### src/rtl/serial_addsub_ovf_if.sv
// ============================================================================
// Module   : serial_addsub_ovf_if
// Purpose  : Request/result bundle for the bit-serial adder/subtractor.
// Revision : 1.0  initial release
// ============================================================================
`default_nettype none

interface serial_addsub_ovf_if #(
  parameter int WIDTH = 4
);
  logic             start;
  logic             sub;
  logic [WIDTH-1:0] A;
  logic [WIDTH-1:0] B;
  logic             busy;
  logic             done;
  logic [WIDTH-1:0] A_q;
  logic [WIDTH-1:0] Belp;
  logic [WIDTH-1:0] S;
  logic             ovf;
  logic             val;

  modport master (
    output start, sub, A, B,
    input  busy, done, A_q, Belp, S, ovf, val
  );

  modport slave (
    input  start, sub, A, B,
    output busy, done, A_q, Belp, S, ovf, val
  );
endinterface

`default_nettype wire

### src/rtl/serial_addsub_ovf.sv
// ============================================================================
// Module   : serial_addsub_ovf
// Purpose  : Bit-serial two's-complement add/subtract, LSB first, with
//            signed overflow flag. Optional SERIAL_ADDSUB_SAT_EN clamps S.
// Revision : 1.0  initial release
// ============================================================================
`default_nettype none

module serial_addsub_ovf #(
  parameter int WIDTH = 4
) (
  input  logic                 clk,
  input  logic                 rst_n,
  serial_addsub_ovf_if.slave   bus
);

  localparam int                IDX_W    = (WIDTH > 1) ? $clog2(WIDTH) : 1;
  localparam logic [IDX_W-1:0]  LAST_IDX = IDX_W'(WIDTH - 1);

  typedef enum logic [1:0] {
    ST_IDLE = 2'd0,
    ST_RUN  = 2'd1,
    ST_DONE = 2'd2
  } state_t;

  state_t           state_q;
  state_t           state_d;
  logic [WIDTH-1:0] a_q;
  logic [WIDTH-1:0] belp_q;
  logic [WIDTH-1:0] s_q;
  logic [WIDTH-1:0] s_upd;
  logic [IDX_W-1:0] idx_q;
  logic             carry_q;
  logic             busy_q;
  logic             done_q;
  logic             ovf_q;
  logic             accept;
  logic             last_bit;
  logic             sum_bit;
  logic             carry_out;
  logic             bit_ovf;

  always_ff @(posedge clk) begin
    if (!rst_n) state_q <= ST_IDLE;
    else        state_q <= state_d;
  end

  always_comb begin
    state_d  = state_q;
    accept   = 1'b0;
    last_bit = 1'b0;
    case (state_q)
      ST_IDLE, ST_DONE: begin
        if (bus.start) begin
          accept  = 1'b1;
          state_d = ST_RUN;
        end else begin
          state_d = ST_IDLE;
        end
      end
      ST_RUN: begin
        if (idx_q == LAST_IDX) begin
          last_bit = 1'b1;
          state_d  = ST_DONE;
        end
      end
      default: state_d = ST_IDLE;
    endcase

    sum_bit   = a_q[idx_q] ^ belp_q[idx_q] ^ carry_q;
    carry_out = (a_q[idx_q] & belp_q[idx_q]) | (a_q[idx_q] & carry_q) |
                (belp_q[idx_q] & carry_q);
    // Only meaningful on the MSB step: carry-in differs from carry-out.
    bit_ovf   = carry_q ^ carry_out;
    s_upd     = s_q;
    s_upd[idx_q] = sum_bit;
  end

  always_ff @(posedge clk) begin
    if (!rst_n) begin
      a_q     <= '0;
      belp_q  <= '0;
      s_q     <= '0;
      idx_q   <= '0;
      carry_q <= 1'b0;
      busy_q  <= 1'b0;
      done_q  <= 1'b0;
      ovf_q   <= 1'b0;
    end else if (accept) begin
      a_q     <= bus.A;
      belp_q  <= bus.sub ? ~bus.B : bus.B;
      carry_q <= bus.sub;
      s_q     <= '0;
      idx_q   <= '0;
      ovf_q   <= 1'b0;
      busy_q  <= 1'b1;
      done_q  <= 1'b0;
    end else if (state_q == ST_RUN) begin
      s_q     <= s_upd;
      carry_q <= carry_out;
      idx_q   <= idx_q + 1'b1;
      done_q  <= 1'b0;
      if (last_bit) begin
        idx_q  <= '0;
        ovf_q  <= bit_ovf;
        busy_q <= 1'b0;
        done_q <= 1'b1;
`ifdef SERIAL_ADDSUB_SAT_EN
        if (bit_ovf) begin
          s_q <= a_q[WIDTH-1] ? {1'b1, {(WIDTH-1){1'b0}}}
                              : {1'b0, {(WIDTH-1){1'b1}}};
        end
`endif
      end
    end else begin
      done_q <= 1'b0;
    end
  end

  assign bus.busy = busy_q;
  assign bus.done = done_q;
  assign bus.A_q  = a_q;
  assign bus.Belp = belp_q;
  assign bus.S    = s_q;
  assign bus.ovf  = ovf_q;
  assign bus.val  = ~ovf_q;

endmodule

`default_nettype wire
### src/flat_wrapper.sv
// flat-port wrapper written by rule: the top's interface ports become plain ports
module serial_addsub_ovf_flat 
#(
  parameter int WIDTH = 4
)
  (clk, rst_n, bus_start, bus_sub, bus_A, bus_B, bus_busy, bus_done, bus_A_q, bus_Belp, bus_S, bus_ovf, bus_val);
  serial_addsub_ovf_if #(.WIDTH(WIDTH)) bus_i ();
  input  logic clk;
  input  logic rst_n;
  input wire logic [$bits(bus_i.start)-1:0] bus_start;
  input wire logic [$bits(bus_i.sub)-1:0] bus_sub;
  input wire logic [$bits(bus_i.A)-1:0] bus_A;
  input wire logic [$bits(bus_i.B)-1:0] bus_B;
  output wire logic [$bits(bus_i.busy)-1:0] bus_busy;
  output wire logic [$bits(bus_i.done)-1:0] bus_done;
  output wire logic [$bits(bus_i.A_q)-1:0] bus_A_q;
  output wire logic [$bits(bus_i.Belp)-1:0] bus_Belp;
  output wire logic [$bits(bus_i.S)-1:0] bus_S;
  output wire logic [$bits(bus_i.ovf)-1:0] bus_ovf;
  output wire logic [$bits(bus_i.val)-1:0] bus_val;
  assign bus_i.start = bus_start;
  assign bus_i.sub = bus_sub;
  assign bus_i.A = bus_A;
  assign bus_i.B = bus_B;
  assign bus_busy = bus_i.busy;
  assign bus_done = bus_i.done;
  assign bus_A_q = bus_i.A_q;
  assign bus_Belp = bus_i.Belp;
  assign bus_S = bus_i.S;
  assign bus_ovf = bus_i.ovf;
  assign bus_val = bus_i.val;
  serial_addsub_ovf #(.WIDTH(WIDTH)) u_core (.clk(clk), .rst_n(rst_n), .bus(bus_i));
endmodule
### config.mk
export PLATFORM = sky130hd
export DESIGN_NAME = serial_addsub_ovf_flat
export DESIGN_NICKNAME = d
export VERILOG_FILES = /design/src/rtl/serial_addsub_ovf_if.sv /design/src/rtl/serial_addsub_ovf.sv /design/src/flat_wrapper.sv
export SDC_FILE = /design/constraint.sdc
export NUM_CORES = 1
export LEC_CHECK = 0
export BUFFER_PORTS_ARGS = -buffer_cell sky130_fd_sc_hd__buf_2
export CORE_MARGIN = 5
export CORE_UTILIZATION = 53
export DETAILED_ROUTE_END_ITERATION = 10
export PLACE_DENSITY = 0.86
export SLEW_MARGIN = 20
export SYNTH_ARGS = -nofsm -noshare
export SYNTH_HDL_FRONTEND = slang
export SYNTH_SLANG_ARGS = --single-unit
### constraint.sdc
create_clock -name clk -period 5.2 [get_ports clk]
set_input_delay 0 -clock clk [delete_from_list [all_inputs] [get_ports clk]]
set_output_delay 0 -clock clk [all_outputs]
set_load 0.02 [all_outputs]
---- After elaboration in Yosys (flattened, before gate mapping) ----
Index checks and enable logic that the tools add are counted.
storage, ports and cells
  register bits ........................... 20
  input port bits ......................... 12
  output and inout port bits .............. 16
  word-level logic and storage cells ...... 59
operators by class
  $add $sub $neg .......................... 1
  $lt $le $gt $ge ......................... 2
  eq/ne operators ......................... 4
  muxes and demuxes ....................... 22
  bitwise gates (word level) .............. 12
  reduce and logical (&&, ||, !) cells .... 9
operators with widths
  operator                                                            count
  two-way mux 1 bit                                                   14
  binary-select mux 1 bit (select 2 bit)                              2
  bitwise mux 4 bit                                                   1
  == test 2 bit (second input constant)                               2
  two-way mux 2 bit                                                   2
  two-way mux 4 bit                                                   1
  NOT 4 bit                                                           1
  one-hot mux 2 bit (2 select lines)                                  1
  AND reduction 2 bit                                                 2
  nonzero test 2 bit                                                  2
  OR reduction 2 bit                                                  2
  bitwise AND 1 bit                                                   3
  < comparator 2 x 3 -> 1 bit (second input constant)                 1
  NOT 1 bit                                                           3
  OR reduction 3 bit                                                  1
  bitwise XOR 1 bit                                                   3
  adder 2 x 1 -> 2 bit (second input constant)                        1
  demux 1 bit (select 2 bit)                                          1
  == test 2 x 1 -> 1 bit (second input constant)                      1
  greater-or-equal comparator 2 x 1 -> 1 bit (second input constant)  1
  zero test 2 bit                                                     1
  inequality test 2 x 1 -> 1 bit (second input constant)              1
  OR 1 bit                                                            2
  logical AND 1 bit                                                   1

---- Longest topological paths before layout ----
Gate-level depths: netlist of run 1.
  depth after elaboration ................. 7
  depth in mapped cells ................... 6
  depth with buffers taken out ............ 6

---- Worst setup path before layout of run 1 ----
No wires, ideal clock.
  kind .................................... register -> register
  from .................................... register u_core.idx_q[0]
  to ...................................... register u_core.s_q[0] (netlist: u_core.bus.S[0])
  library setup time ...................... 0.091 ns
  arrival ................................. 1.721 ns
  required time ........................... 5.109 ns
  setup slack ............................. 3.388 ns
  cell stages (with the launch flop) ...... 5
  path buffers ............................ 0
  period minus slack after synthesis ...... 1.812 ns
  path through ............................ dfxtp_1 mux4_2 inv_1 fa_1 a311oi_1
between the ends
  cells in the longest elaborated chain, start to end .. 5
  elaborated cells on any way between the ends .. 12
  those cells by class .................... 2 x order compare; 7 x mux; 2 x bitwise; 1 x reduce/logical
RTL lines
  item                                                                                 RTL line                                          source
  start: declaration                                                                   serial_addsub_ovf.sv:32                           logic [IDX_W-1:0] idx_q;
  start signal: assignment                                                             serial_addsub_ovf.sv:101                          idx_q <= idx_q + 1'b1;
  < comparator 2 x 3 -> 1 bit (not written as such) (tied with other cells)            serial_addsub_ovf.sv:76                           s_upd[idx_q] = sum_bit;
  logical AND 1 bit (not written as such) / two-way mux 1 bit (equally long branches)  serial_addsub_ovf.sv:76, serial_addsub_ovf.sv:70
  two-way mux 1 bit (not written as such) / bitwise XOR 1 bit (equally long branches)  serial_addsub_ovf.sv:76, serial_addsub_ovf.sv:70
  demux 1 bit (select 2 bit) / bitwise XOR 1 bit (equally long branches)               n/a
  bitwise mux 4 bit *                                                                  serial_addsub_ovf.sv:76
  end signal: assignment                                                               serial_addsub_ovf.sv:99                           s_q <= s_upd;
  end: declaration                                                                     serial_addsub_ovf.sv:30                           logic [WIDTH-1:0] s_q;
Mark *: on every way between the ends. The rest lies on a longest branch, timed or not. The select of a mux whose other input is x is not followed.
A chain may end at the register's enable or synchronous reset.

---- Worst setup path in the final report of run 1 ----
Same ends and word-level chain as after synthesis.

==> impl_metrics.ini, run 1 <==
[cells_and_area]
fin_nets = 143
layout.cells.non_filler = 150
drive_gt1_share_pct = 32.00
synthToLayoutAreaGrowth_pct = 21.84
antennaDiodeCount = 0
final_cell_mix = buf_2, dfxtp_1, nand2_1, inv_1, a21oi_1
final_common_cell = buf_2

[power_and_ir_drop]
p_switching_mw = 0.08857
leakage_nw = 0.5245
internal_power_mw = 0.2302
peakVddDrop_uv = 195.1
p_seq_share_pct = 52.8
combPwrFrac_pct = 18.5
powerDensity_nw_per_um2 = 278.5
swShare_pct = 27.78
p_clk_share_pct = 28.6

[critical_path]
reg2reg_slack_ps = 3270
crit_type = reg -> reg
end_kind = register
cp.required_ps = 5430
path_cells = mux4_2, inv_1, fa_1, a311oi_1
critPathMaxStageDelay_ps = 540
crit_buf_inv = 1
path_delay_family = multiplexers
worstPathMaxFanout = 7
critPathLaunchType = register
slowest_stage = mux4_2
crit_arrival_ps = 2160

[yosys]
synth_top_family_by_area = compound AO/OA/AOI/OAI gates
synth-simple-area-share_pct = 15.31
synth.net_count = 112
synth_area_per_cell_um2 = 9.891
synth_adder_area_share_pct = 7.457
netlist_area_um2 = 939.7
synth_compound_area_share_pct = 18.38
synth_xor_area_share_pct = 4.660
synth_sequential_area_ratio_pct = 42.61
yosysUniqueCellTypes = 28
yosys-mux-area-fraction_pct = 4.794
yosys_warnings = 0
postSynthCellCount = 95
ys_seq_elements = 20

[timing]
finalWorstPathRequiredPeriod_ps = 1934
finalSetupViolations = 0
grt_setup_unrepaired = false
fin_crit_sh_pct = 37.19
fmax_mhz = 517.1
fin_setup_tns_ps = 0
slew_violations = 0
tightest_slew_ps = 312.8
final_hold_viol_count = 0
fin_ws_ps = 3266
skew_ps = 1.331
slew_headroom_pct = 79.15

[global_routing]
grt_max_degree = 15
grt_pass1_vias = 789
globalRoute.totalOverflow = 0
grt_pass1_wl_um = 3312
antenna_found_initial = 0
grtUsageTotal_pct = 16.40

[cts]
cts_resized = 0
post-cts-setup-buffers = 0
insertion_delay_ps = 300
cts.reportedPaths.clkPinSlew_ps = 110
cts_buffers = 3
cts_tree = yes
cts.sinks = 20
clock-root-buffer = clkbuf_4
clockBufferDepth = 2
h-tree-depth = 1
ctsHoldBuffers = 4

[floorplanning]
die_h_um = 52.11
io_pins = 28
num_rows = 15
die_area_um2 = 2715
core_um2 = 1708
die_x_um = 52.11
initial_utilization_pct = 55.02

[placed_design]
dp_hpwl_um = 1425
dp.cells = 142
portBuffers = 27
place_congestion = 0.7459
dp_slack_ps = 3275

[routing]
routed-via-count = 795
first_iter_violations = 20
drtAntennaViolNets = 0
wl_um = 1933
remaining_drc_errors = 0
vias_per_cell = 5.300
wire_per_inst_um = 12.89
drt_first_pass_iters = 5

[status]
outcome = finished clean

[flow_run]
maxCapViolations = 0

[worst_hold_path]
hold_class = in -> reg
[synth_stat cells (all sizes together)]
cell / instances / area, µm²
fa: 1 / 20.02
o211a: 4 / 40.04
dfxtp: 20 / 400.4
a31oi: 1 / 6.260
nand2b: 2 / 12.51
buf: 3 / 30.03
mux4: 2 / 45.04
a21oi: 8 / 47.55
nand3: 1 / 5.000
o21ai: 1 / 5.000
xnor2: 5 / 43.79
clkbuf: 2 / 7.510
and2: 1 / 6.260
a311oi: 4 / 35.03
and3: 2 / 15.01
ha: 4 / 50.05
or3: 1 / 6.260
inv: 7 / 26.28
nand3b: 1 / 7.510
a21boi: 4 / 30.03
nor2b: 1 / 6.260
o221ai: 1 / 8.760
nand2: 17 / 66.32
and2b: 2 / 18.77
[cell type report]
| class | instances | area (µm²) |
|---|---|---|
| Timing Repair Buffer | 31 | 175.2 |
| Clock buffer | 4 | 36.28 |
| Tap cell | 25 | 31.28 |
| Sequential cell | 20 | 400.4 |
| Inverter | 7 | 26.28 |
| Fill cell | 137 | 563.0 |
| Multi-Input combinational cell | 63 | 475.5 |
[power by group through the flow]
stage          combinational (mW)  sequential [mW]  clock (mW)
2_1_floorplan              0.0361            0.178           0
3_3_place_gp               0.0545            0.171           0
3_5_place_dp               0.0565            0.172           0
4_1_cts                    0.0593            0.168      0.0911
5_1_grt                    0.0649            0.169      0.0972
6_report                   0.0591            0.168      0.0913
[worst reg2reg max path, stage by stage, from the launching register on]
cell,delay (ps)
dfxtp_1,500
mux4_2,540
inv_1,90
fa_1,470
a311oi_1,260
[per-layer routing]
| layer | global-route usage (%) | vias up | part of all wire, % |
|---|---|---|---|
| met1 | 17.47 | 371 | 41 |
| met5 | 0 | - | 0 |
| met4 | 7.860 | 0 | 2.3 |
| li1 | - | 386 | - |
| met2 | 29.08 | 30 | 48 |
| met3 | 4.871 | 8 | 8.7 |
[cells by family (layout without fill, tap and decap cells)]
| group | Yosys count | in the layout |
|---|---|---|
| buffers and inverters | 12 | 42 |
| AO/OA/AOI/OAI | 23 | 23 |
| adder cells (fa/ha/maj) | 5 | 5 |
| multiplexers | 2 | 2 |
| XOR/XNOR | 5 | 5 |
| AND/OR/NAND/NOR | 28 | 28 |
| flip-flops | 20 | 20 |
[flip-flops by register name, indices dropped and copies added (netlist names)]
register	flops
u_core.bus.Belp	4
u_core.bus.ovf	1
u_core.idx_q	2
u_core.bus.A_q	4
u_core.carry_q	1
u_core.bus.S	4
u_core.bus.busy	1
u_core.bus.done	1
u_core.state_q	2
[worst paths after layout]
kind                                 startpoint                 end  depth (start not counted)
worst max register to register  u_core.idx_q[0]     u_core.bus.S[0]                          4
worst min-delay path                      rst_n  u_core.bus.Belp[2]                          2
worst min register to register   u_core.bus.ovf      u_core.bus.ovf                          2
worst max-delay path            u_core.idx_q[0]     u_core.bus.S[0]                          4
[stage by stage]
| step | hold slack [ps] | area, µm² | util, % | total power [mW] |
|---|---|---|---|---|
| floorplan | 137.8 | 939.7 | - | 0.2139 |
| global placement | 251.2 | 1069 | 62.56 | 0.2259 |
| detailed placement | 264.8 | 1069 | 62.56 | 0.2283 |
| CTS | 36.74 | 1145 | 67.03 | 0.3187 |
| global route | 42.92 | 1145 | 67.03 | 0.3316 |
| finish | 35.31 | 1145 | 67.03 | 0.3188 |
Power figures use the tool's default switching activity.
==> run 2: changes to the inputs <==
- CORE_UTILIZATION: 53 -> 49
- PLACE_DENSITY: 0.86 -> 0.8
- clock period: 5.2 -> 1.9 ns (I/O delays scaled with it)
==> impl_metrics.ini, run 2 (same netlist as run 1, synthesis figures left out) <==
[placed_design]
dp_slack_ps = 26.25
place_congestion = 0.7085
dp_hpwl_um = 1409
dp.cells = 143
portBuffers = 27

[cts]
cts.sinks = 20
clockBufferDepth = 2
cts.reportedPaths.clkPinSlew_ps = 110
cts_tree = yes
insertion_delay_ps = 300
cts_buffers = 3
post-cts-setup-buffers = 0
clock-root-buffer = clkbuf_4
h-tree-depth = 1

[global_routing]
grt_max_degree = 15
globalRoute.totalOverflow = 0
grt_pass1_vias = 702
grt_pass1_wl_um = 3036
antenna_found_initial = 0
grtUsageTotal_pct = 14.86

[power_and_ir_drop]
combPwrFrac_pct = 18.8
p_clk_share_pct = 28.3
peakVddDrop_uv = 505.5
powerDensity_nw_per_um2 = 752.1
swShare_pct = 27.19
p_seq_share_pct = 52.9
p_switching_mw = 0.2359
internal_power_mw = 0.6317
leakage_nw = 0.5303

[timing]
slew_headroom_pct = 79.04
finalWorstPathRequiredPeriod_ps = 1830
slew_violations = 0
fin_setup_tns_ps = 0
fmax_mhz = 546.3
tightest_slew_ps = 314.5
grt_setup_unrepaired = true
finalSetupViolations = 0
skew_ps = 4.258
fin_crit_sh_pct = 96.34
fin_ws_ps = 69.58
final_hold_viol_count = 0
hold_ws_ps = 45.16

[routing]
drt_first_pass_iters = 6
remaining_drc_errors = 0
wire_per_inst_um = 12.32
drtAntennaViolNets = 0
routed-via-count = 768
wl_um = 1861
first_iter_violations = 11
vias_per_cell = 5.086

[critical_path]
worstPathMaxFanout = 4
critPathMaxStageDelay_ps = 510
slowest_stage = mux4_2
crit_type = reg -> reg
critPathLaunchType = register
path_cells = mux4_2, inv_1, fa_1, a311oi_1
crit_arrival_ps = 2030
worstRegToRegCells = 4
cp.required_ps = 2100
end_kind = register

[floorplanning]
die_h_um = 53.79
core_um2 = 1783
die_x_um = 53.79
initial_utilization_pct = 52.70
io_pins = 28
num_rows = 15
die_area_um2 = 2893

[worst_hold_path]
hold_class = in -> reg
hold_depth = 2

[cells_and_area]
fin_nets = 144
synthToLayoutAreaGrowth_pct = 22.77
antennaDiodeCount = 0
drive_gt1_share_pct = 33.33
final_common_cell = buf_2
layout.cells.non_filler = 151
final_cell_mix = buf_2, dfxtp_1, nand2_1, inv_1, a21oi_1

[status]
outcome = finished clean

[flow_run]
maxCapViolations = 0
==> run 2: cell types whose count changed in the layout (fill, tap and decap cells not counted), sizes merged <==
cell  delta
buf      +1
==> run 2: worst max-delay path, delay by kind of cell (launching register included) <==
family / cells / cell delay, ps
flip-flops: 1 / 390
AO/OA/AOI/OAI: 1 / 270
buffers and inverters: 1 / 90
adder cells (fa/ha/maj): 1 / 470
multiplexers: 1 / 510
==> run 2: final timing paths <==
kind | from | end | slack (ps)
worst max-delay path | u_core.idx_q[0] | u_core.bus.S[1] | 70
worst min-delay path | rst_n | u_core.bus.Belp[3] | 50
worst max register to register | u_core.idx_q[0] | u_core.bus.S[1] | 70
worst min register to register | u_core.bus.ovf | u_core.bus.ovf | 470
==> run 2: final cells by class <==
cell class                 instances  area, µm²
inverter                           7      26.28
timing repair buffer              32      182.7
multi-input combinational         63      475.5
clock buffer                       4      36.28
sequential                        20      401.6
fill                             139      629.4
tap                               25      31.28
==> run 2: power by group through the flow <==
stage | Sequential (mW) | Clock, mW | Combinational [mW]
after floorplan | 0.487 | 0 | 0.0987
after global placement | 0.468 | 0 | 0.153
after detailed placement | 0.469 | 0 | 0.157
after CTS | 0.459 | 0.252 | 0.164
after global routing | 0.463 | 0.275 | 0.180
final | 0.459 | 0.245 | 0.163
==> run 2: per-stage QoR <==
stage                     total power, mW  utilization, %  instance area, µm²
final                              0.8676           64.70                1154
after global routing               0.9178           64.70                1154
after CTS                          0.8746           64.63                1152
after detailed placement           0.6259           60.35                1076
after global placement             0.6206           60.35                1076
after floorplan                    0.5854               -               939.7
==> run 2: metal layers <==
metal  GRT usage [%]  wire [µm]  vias up
met5               0          0        -
met4           6.383         29        0
met3           4.155        138        5
met2           25.81        910       27
met1           16.81        782      345
li1                -          -      391
==> run 2: what timing repair did <==
item | 4_1_cts | 5_1_grt
gates resized for setup | 0 | 1
hold endpoints to repair | 4 | 0
hold buffers | 4 | 0
setup endpoints to repair | 0 | 4
